<file path="src/rtl/mlp_argmax_classifier.sv">
// Serial signed argmax over a snapshot of the dense-layer activations, with a valid/ready result.
// Optional MLP_ARGMAX_MARGIN_EN adds class_margin (best minus second-best activation).
module mlp_argmax_classifier #(
  parameter int OUTPUT_WIDTH = 20,
  parameter int NUM_NEURONS  = 3,
  parameter int IDX_WIDTH    = 3
) (
  input  logic                                clk,
  input  logic                                rst,
  input  logic                                layer_valid,
  input  logic [OUTPUT_WIDTH*NUM_NEURONS-1:0] outputs_flat,
  input  logic                                class_ready,
  output logic                                class_valid,
  output logic [IDX_WIDTH-1:0]                class_idx,
  output logic                                busy,
  output logic                                overrun
`ifdef MLP_ARGMAX_MARGIN_EN
  ,
  output logic [OUTPUT_WIDTH:0]               class_margin
`endif
);

  typedef enum logic [1:0] {IDLE, SCAN, DONE} state_t;

  localparam logic [IDX_WIDTH-1:0] LAST = IDX_WIDTH'(NUM_NEURONS - 1);

  state_t                                   state;
  logic [NUM_NEURONS-1:0][OUTPUT_WIDTH-1:0] snap;
  logic [OUTPUT_WIDTH-1:0]                  best_val, elem, nxt_best, first;
  logic [IDX_WIDTH-1:0]                     best_idx, cnt, nxt_idx;
  logic                                     lv_q, new_res, capture, take;

  assign first   = outputs_flat[OUTPUT_WIDTH-1:0];
  assign new_res = layer_valid & ~lv_q;
  // A DONE handshake frees the slot in the same cycle, so a coincident edge is taken, not dropped.
  assign capture = new_res & ((state == IDLE) | ((state == DONE) & class_ready));

  always_comb begin
    elem = '0;
    for (int j = 0; j < NUM_NEURONS; j++)
      if (cnt == IDX_WIDTH'(j)) elem = snap[j];
  end

  assign take     = $signed(elem) > $signed(best_val);
  assign nxt_best = take ? elem : best_val;
  assign nxt_idx  = take ? cnt  : best_idx;

`ifdef MLP_ARGMAX_MARGIN_EN
  logic [OUTPUT_WIDTH-1:0] sec_val, nxt_sec;
  // sec_val starts at elem0; the first compare replaces it with a real runner-up.
  always_comb begin
    if (take)                                                        nxt_sec = best_val;
    else if ((cnt == IDX_WIDTH'(1)) || ($signed(elem) > $signed(sec_val))) nxt_sec = elem;
    else                                                             nxt_sec = sec_val;
  end
`endif

  always_ff @(posedge clk) begin
    if (rst) begin
      state       <= IDLE;
      lv_q        <= 1'b0;
      snap        <= '0;
      best_val    <= '0;
      best_idx    <= '0;
      cnt         <= '0;
      class_valid <= 1'b0;
      class_idx   <= '0;
      busy        <= 1'b0;
      overrun     <= 1'b0;
`ifdef MLP_ARGMAX_MARGIN_EN
      sec_val      <= '0;
      class_margin <= '0;
`endif
    end else begin
      lv_q    <= layer_valid;
      overrun <= new_res & ~capture;
      if (capture) begin
        snap     <= outputs_flat;
        best_val <= first;
        best_idx <= '0;
        cnt      <= IDX_WIDTH'(1);
        busy     <= 1'b1;
`ifdef MLP_ARGMAX_MARGIN_EN
        sec_val  <= first;
`endif
        if (NUM_NEURONS == 1) begin
          state       <= DONE;
          class_valid <= 1'b1;
          class_idx   <= '0;
`ifdef MLP_ARGMAX_MARGIN_EN
          class_margin <= '0;
`endif
        end else begin
          state       <= SCAN;
          class_valid <= 1'b0;
        end
      end else begin
        case (state)
          SCAN: begin
            best_val <= nxt_best;
            best_idx <= nxt_idx;
            cnt      <= cnt + 1'b1;
`ifdef MLP_ARGMAX_MARGIN_EN
            sec_val  <= nxt_sec;
`endif
            if (cnt == LAST) begin
              state       <= DONE;
              class_valid <= 1'b1;
              class_idx   <= nxt_idx;
`ifdef MLP_ARGMAX_MARGIN_EN
              class_margin <= {nxt_best[OUTPUT_WIDTH-1], nxt_best} - {nxt_sec[OUTPUT_WIDTH-1], nxt_sec};
`endif
            end
          end
          DONE: begin
            if (class_ready) begin
              state       <= IDLE;
              class_valid <= 1'b0;
              busy        <= 1'b0;
            end
          end
          default: ;
        endcase
      end
    end
  end

endmodule

</file>
<file path="config.mk">
export PLATFORM = sky130hd
export DESIGN_NAME = mlp_argmax_classifier
export DESIGN_NICKNAME = d
export VERILOG_FILES = /design/src/rtl/mlp_argmax_classifier.sv
export SDC_FILE = /design/constraint.sdc
export NUM_CORES = 1
export LEC_CHECK = 0
export ABC_AREA = 1
export ABC_CLOCK_PERIOD_IN_PS = 5900
export BUFFER_PORTS_ARGS = -buffer_cell sky130_fd_sc_hd__buf_2
export CORE_MARGIN = 3
export CORE_UTILIZATION = 28
export DETAILED_ROUTE_END_ITERATION = 10
export MAX_ROUTING_LAYER = met4
export SETUP_SLACK_MARGIN = 0.05
export SLEW_MARGIN = 20
export SYNTH_ARGS = -nofsm -noshare
export SYNTH_HDL_FRONTEND = slang
export SYNTH_SLANG_ARGS = --single-unit
</file>
<file path="constraint.sdc">
create_clock -name clk -period 5.9 [get_ports clk]
set_input_delay 1.18 -clock clk [delete_from_list [all_inputs] [get_ports clk]]
set_output_delay 1.18 -clock clk [all_outputs]
set_load 0.05 [all_outputs]
</file>
==> summary.txt <==
Global routing
  – Largest net degree at the start of global routing: 64
  – GRT Total Usage: 14.4%
  – Grt ovf: 0
  – Number of global-route vias before repair: 4,036
  – First-pass GRT wire length: 20,500 µm
  – Initial antenna violation count: 0

Hold path
  – Hold depth: 2
  – Hold Crit Class: flop to flop

Power
  – PnR Total Power: 1.87 mW
  – Maximum VDD drop: 157 µV
  – Cell-internal power: 1.25 mW
  – PD cells: 339 nW/µm²
  – Switching power share of the total: 33.2%
  – Combinational share of power: 28.0%
  – Clock Power Share: 32.5%
  – NetSw: slightly above 0.6 mW
  – Share of power burned in registers: 39.5%
  – Static leakage power: 2.67 nW

Route
  – Drt first pass iters: 5
  – Residual DRC: 0
  – Starting DRT DRC Count: 249
  – DR vias: 4,362
  – Routed wire length: 12,600 µm
  – Vias/cell: 4.51
  – Routed len/inst: 13.1 µm
  – Post-route ant nets: 0

Clock network
  – Cts bufs inserted: 9
  – Clock H-tree levels: 3
  – CTS tree: built
  – Post-CTS Resized: 0
  – Clk slew on worst S/H paths: 70 ps
  – Clk sink count: 94
  – Clock buffer depth: 2
  – Clk_lat worst skew: 350 ps
  – Setup bufs post-CTS: 0
  – Hold Buf Count CTS: 0
  – Root Buffer: clkbuf_16

Synth
  – Ys async rst share: 0%
  – EDFF count, synth: 0
  – Count of cell types in the netlist: 28
  – Post-synthesis instance area: 4740 µm²
  – Syn avg cell area: 6.79 µm²
  – Syn. warnings: 0
  – Predominant post-synthesis flop cell: dfxtp_1
  – Register bit count reported by yosys: 94
  – Post-Syn Instances: 699
  – Syn nets: around 790
  – Register area share after synthesis: 39.7%

Final layout
  – P&R area growth vs syn: 16.4%
  – ANT cells: 0
  – Most frequent cells in the layout: nor2_1 (148), nand2_1 (144), dfxtp_1 (94), inv_1 (77), buf_2 (69)
  – Fillcell total: 1,799
  – Utilization after layout: 34.0%
  – Most common cell after layout, fill and taps aside: nor2_1
  – Final #Nets: approximately 840
  – Share of cells above drive strength 1: 14.6%

Place
  – GPL Wtd Cong: 0.811
  – Detailed placement HPWL: 8570 µm
  – Post-place setup slack: 2040 ps
  – # port buffers: 69

STA
  – Final setup fails: 0
  – Period utilization: 66.3%
  – Max_slew headroom: 38.5%
  – Fin crit period: between 3000 and 4000 ps
  – Least-Margin Pin Slew: 921 ps
  – Final setup margin: 1990 ps
  – Setup TNS: 0 ps
  – Peak Freq: 256 MHz
  – Final Skew: 9.11 ps
  – RSZ-0062 raised after global routing: false
  – Fin. Hold Viols: 0
  – Slew Viols, Final: 0

Worst setup path
  – Crit end category: flop
  – Reg2reg path depth: 19
  – CP Data Required Time: 6150 ps
  – Critical path class: flop to flop
  – Worst path arrival time: roughly 4200 ps
  – FF-to-FF setup slack: 1990 ps
  – Worst Path Max Fanout: 27
  – Startpoint types: flop

Die
  – Die area: 18,500 µm²
  – Top-Level Pins: 70
  – Die height: ~140 µm
  – Initial Util: ~29%
  – Cell Rows: 46
  – Die W: 136 µm
  – Core area: 16,200 µm²

Run status
  – Status: complete, no violations

Flow run
  – MaxCap Viol Count: 0
==> sequential cells by signal (all words and copies together) (netlist names) <==
signal / flops
best_val: 20
class_valid: 1
cnt: 3
snap: 60
overrun: 1
lv_q: 1
state: 1
best_idx: 3
busy: 1
class_idx: 3
==> per-layer routing <==
layer,global-route usage [%],share of wire [%]
met5,-,0
met3,3.26,5.0
met2,20.2,42
met4,4.09,1.3
met1,20.6,52
==> layout make-up <==
type / instances / area, µm² / area share, %
clock inverter: 2 / 38.8 / 0.702
timing repair buffer: 74 / 383 / 6.93
multi-input combinational: 490 / 2380 / 43.1
clock buffer: 14 / 274 / 4.96
tap: 216 / 270 / 4.89
inverter: 78 / 293 / 5.30
sequential: 94 / 1880 / 34.1
==> power groups by stage <==
| stage | logic [mW] | clock network, mW | registers (mW) |
|---|---|---|---|
| after global routing | 0.616 | 0.642 | 0.749 |
| after global placement | 0.515 | 0 | 0.753 |
| after CTS | 0.527 | 0.622 | 0.741 |
| final | 0.524 | 0.609 | 0.741 |
| after detailed placement | 0.524 | 0 | 0.754 |
| after floorplan | 0.420 | 0 | 0.748 |
==> critical path: stages, from the launching register on <==
cell	delay, ps
dfxtp_1	370
inv_1	110
ha_1	230
nand2_1	670
buf_4	330
nor2_1	60
a21oi_1	210
ha_1	350
nand2_1	120
inv_1	50
nand2_1	60
nand2_1	40
a21oi_1	250
nand4_1	160
nand3_2	140
nand2_1	80
nand2_2	340
nand2_1	100
nand2_1	80
nor2_1	50
==> synth_stat cells, types with 2 or more instances <==
| cell type | number | area [µm²] |
|---|---|---|
| o22ai_1 | 20 | 125 |
| nor2_1 | 148 | 556 |
| nand2_2 | 4 | 25.0 |
| buf_2 | 5 | 25.0 |
| nand3_2 | 2 | 20.0 |
| nand4_1 | 2 | 12.5 |
| nor2_2 | 11 | 68.8 |
| clkbuf_1 | 23 | 86.3 |
| nand2_1 | 144 | 541 |
| inv_1 | 78 | 293 |
| o21ai_0 | 46 | 230 |
| buf_6 | 3 | 33.8 |
| a21oi_1 | 52 | 260 |
| nor3_1 | 22 | 110 |
| xor2_1 | 2 | 17.5 |
| ha_1 | 24 | 300 |
| dfxtp_1 | 94 | 1880 |
| nand3_1 | 7 | 35.0 |
| buf_1 | 3 | 11.3 |
==> kinds of logic after synthesis <==
logic type,Yosys count,synth area share [%]
simple gates,344,30.1
xor+xnor,2,0.369
compound gates,120,13.3
flops,94,39.7
fa+ha+maj,24,6.33
buf+inv,115,10.2
==> path summary, 6_finish.rpt <==
| path | endpoint | startpoint |
|---|---|---|
| worst max register to register | best_val[13]$_SDFFE_PP0P_ | cnt[0]$_SDFFE_PP0P_ |
| worst min register to register | busy$_SDFFE_PP0P_ | busy$_SDFFE_PP0P_ |
| worst max-delay path | best_val[13]$_SDFFE_PP0P_ | cnt[0]$_SDFFE_PP0P_ |
| worst min-delay path | busy$_SDFFE_PP0P_ | busy$_SDFFE_PP0P_ |
==> through the flow <==
step	hold slack, ps	cells	area, µm²
2_1_floorplan	442	699	4740
3_3_place_gp	451	952	5210
3_5_place_dp	458	952	5210
4_1_cts	469	968	5520
5_1_grt	495	968	5520
6_report	467	968	5520
Power figures use the tool's default switching activity.
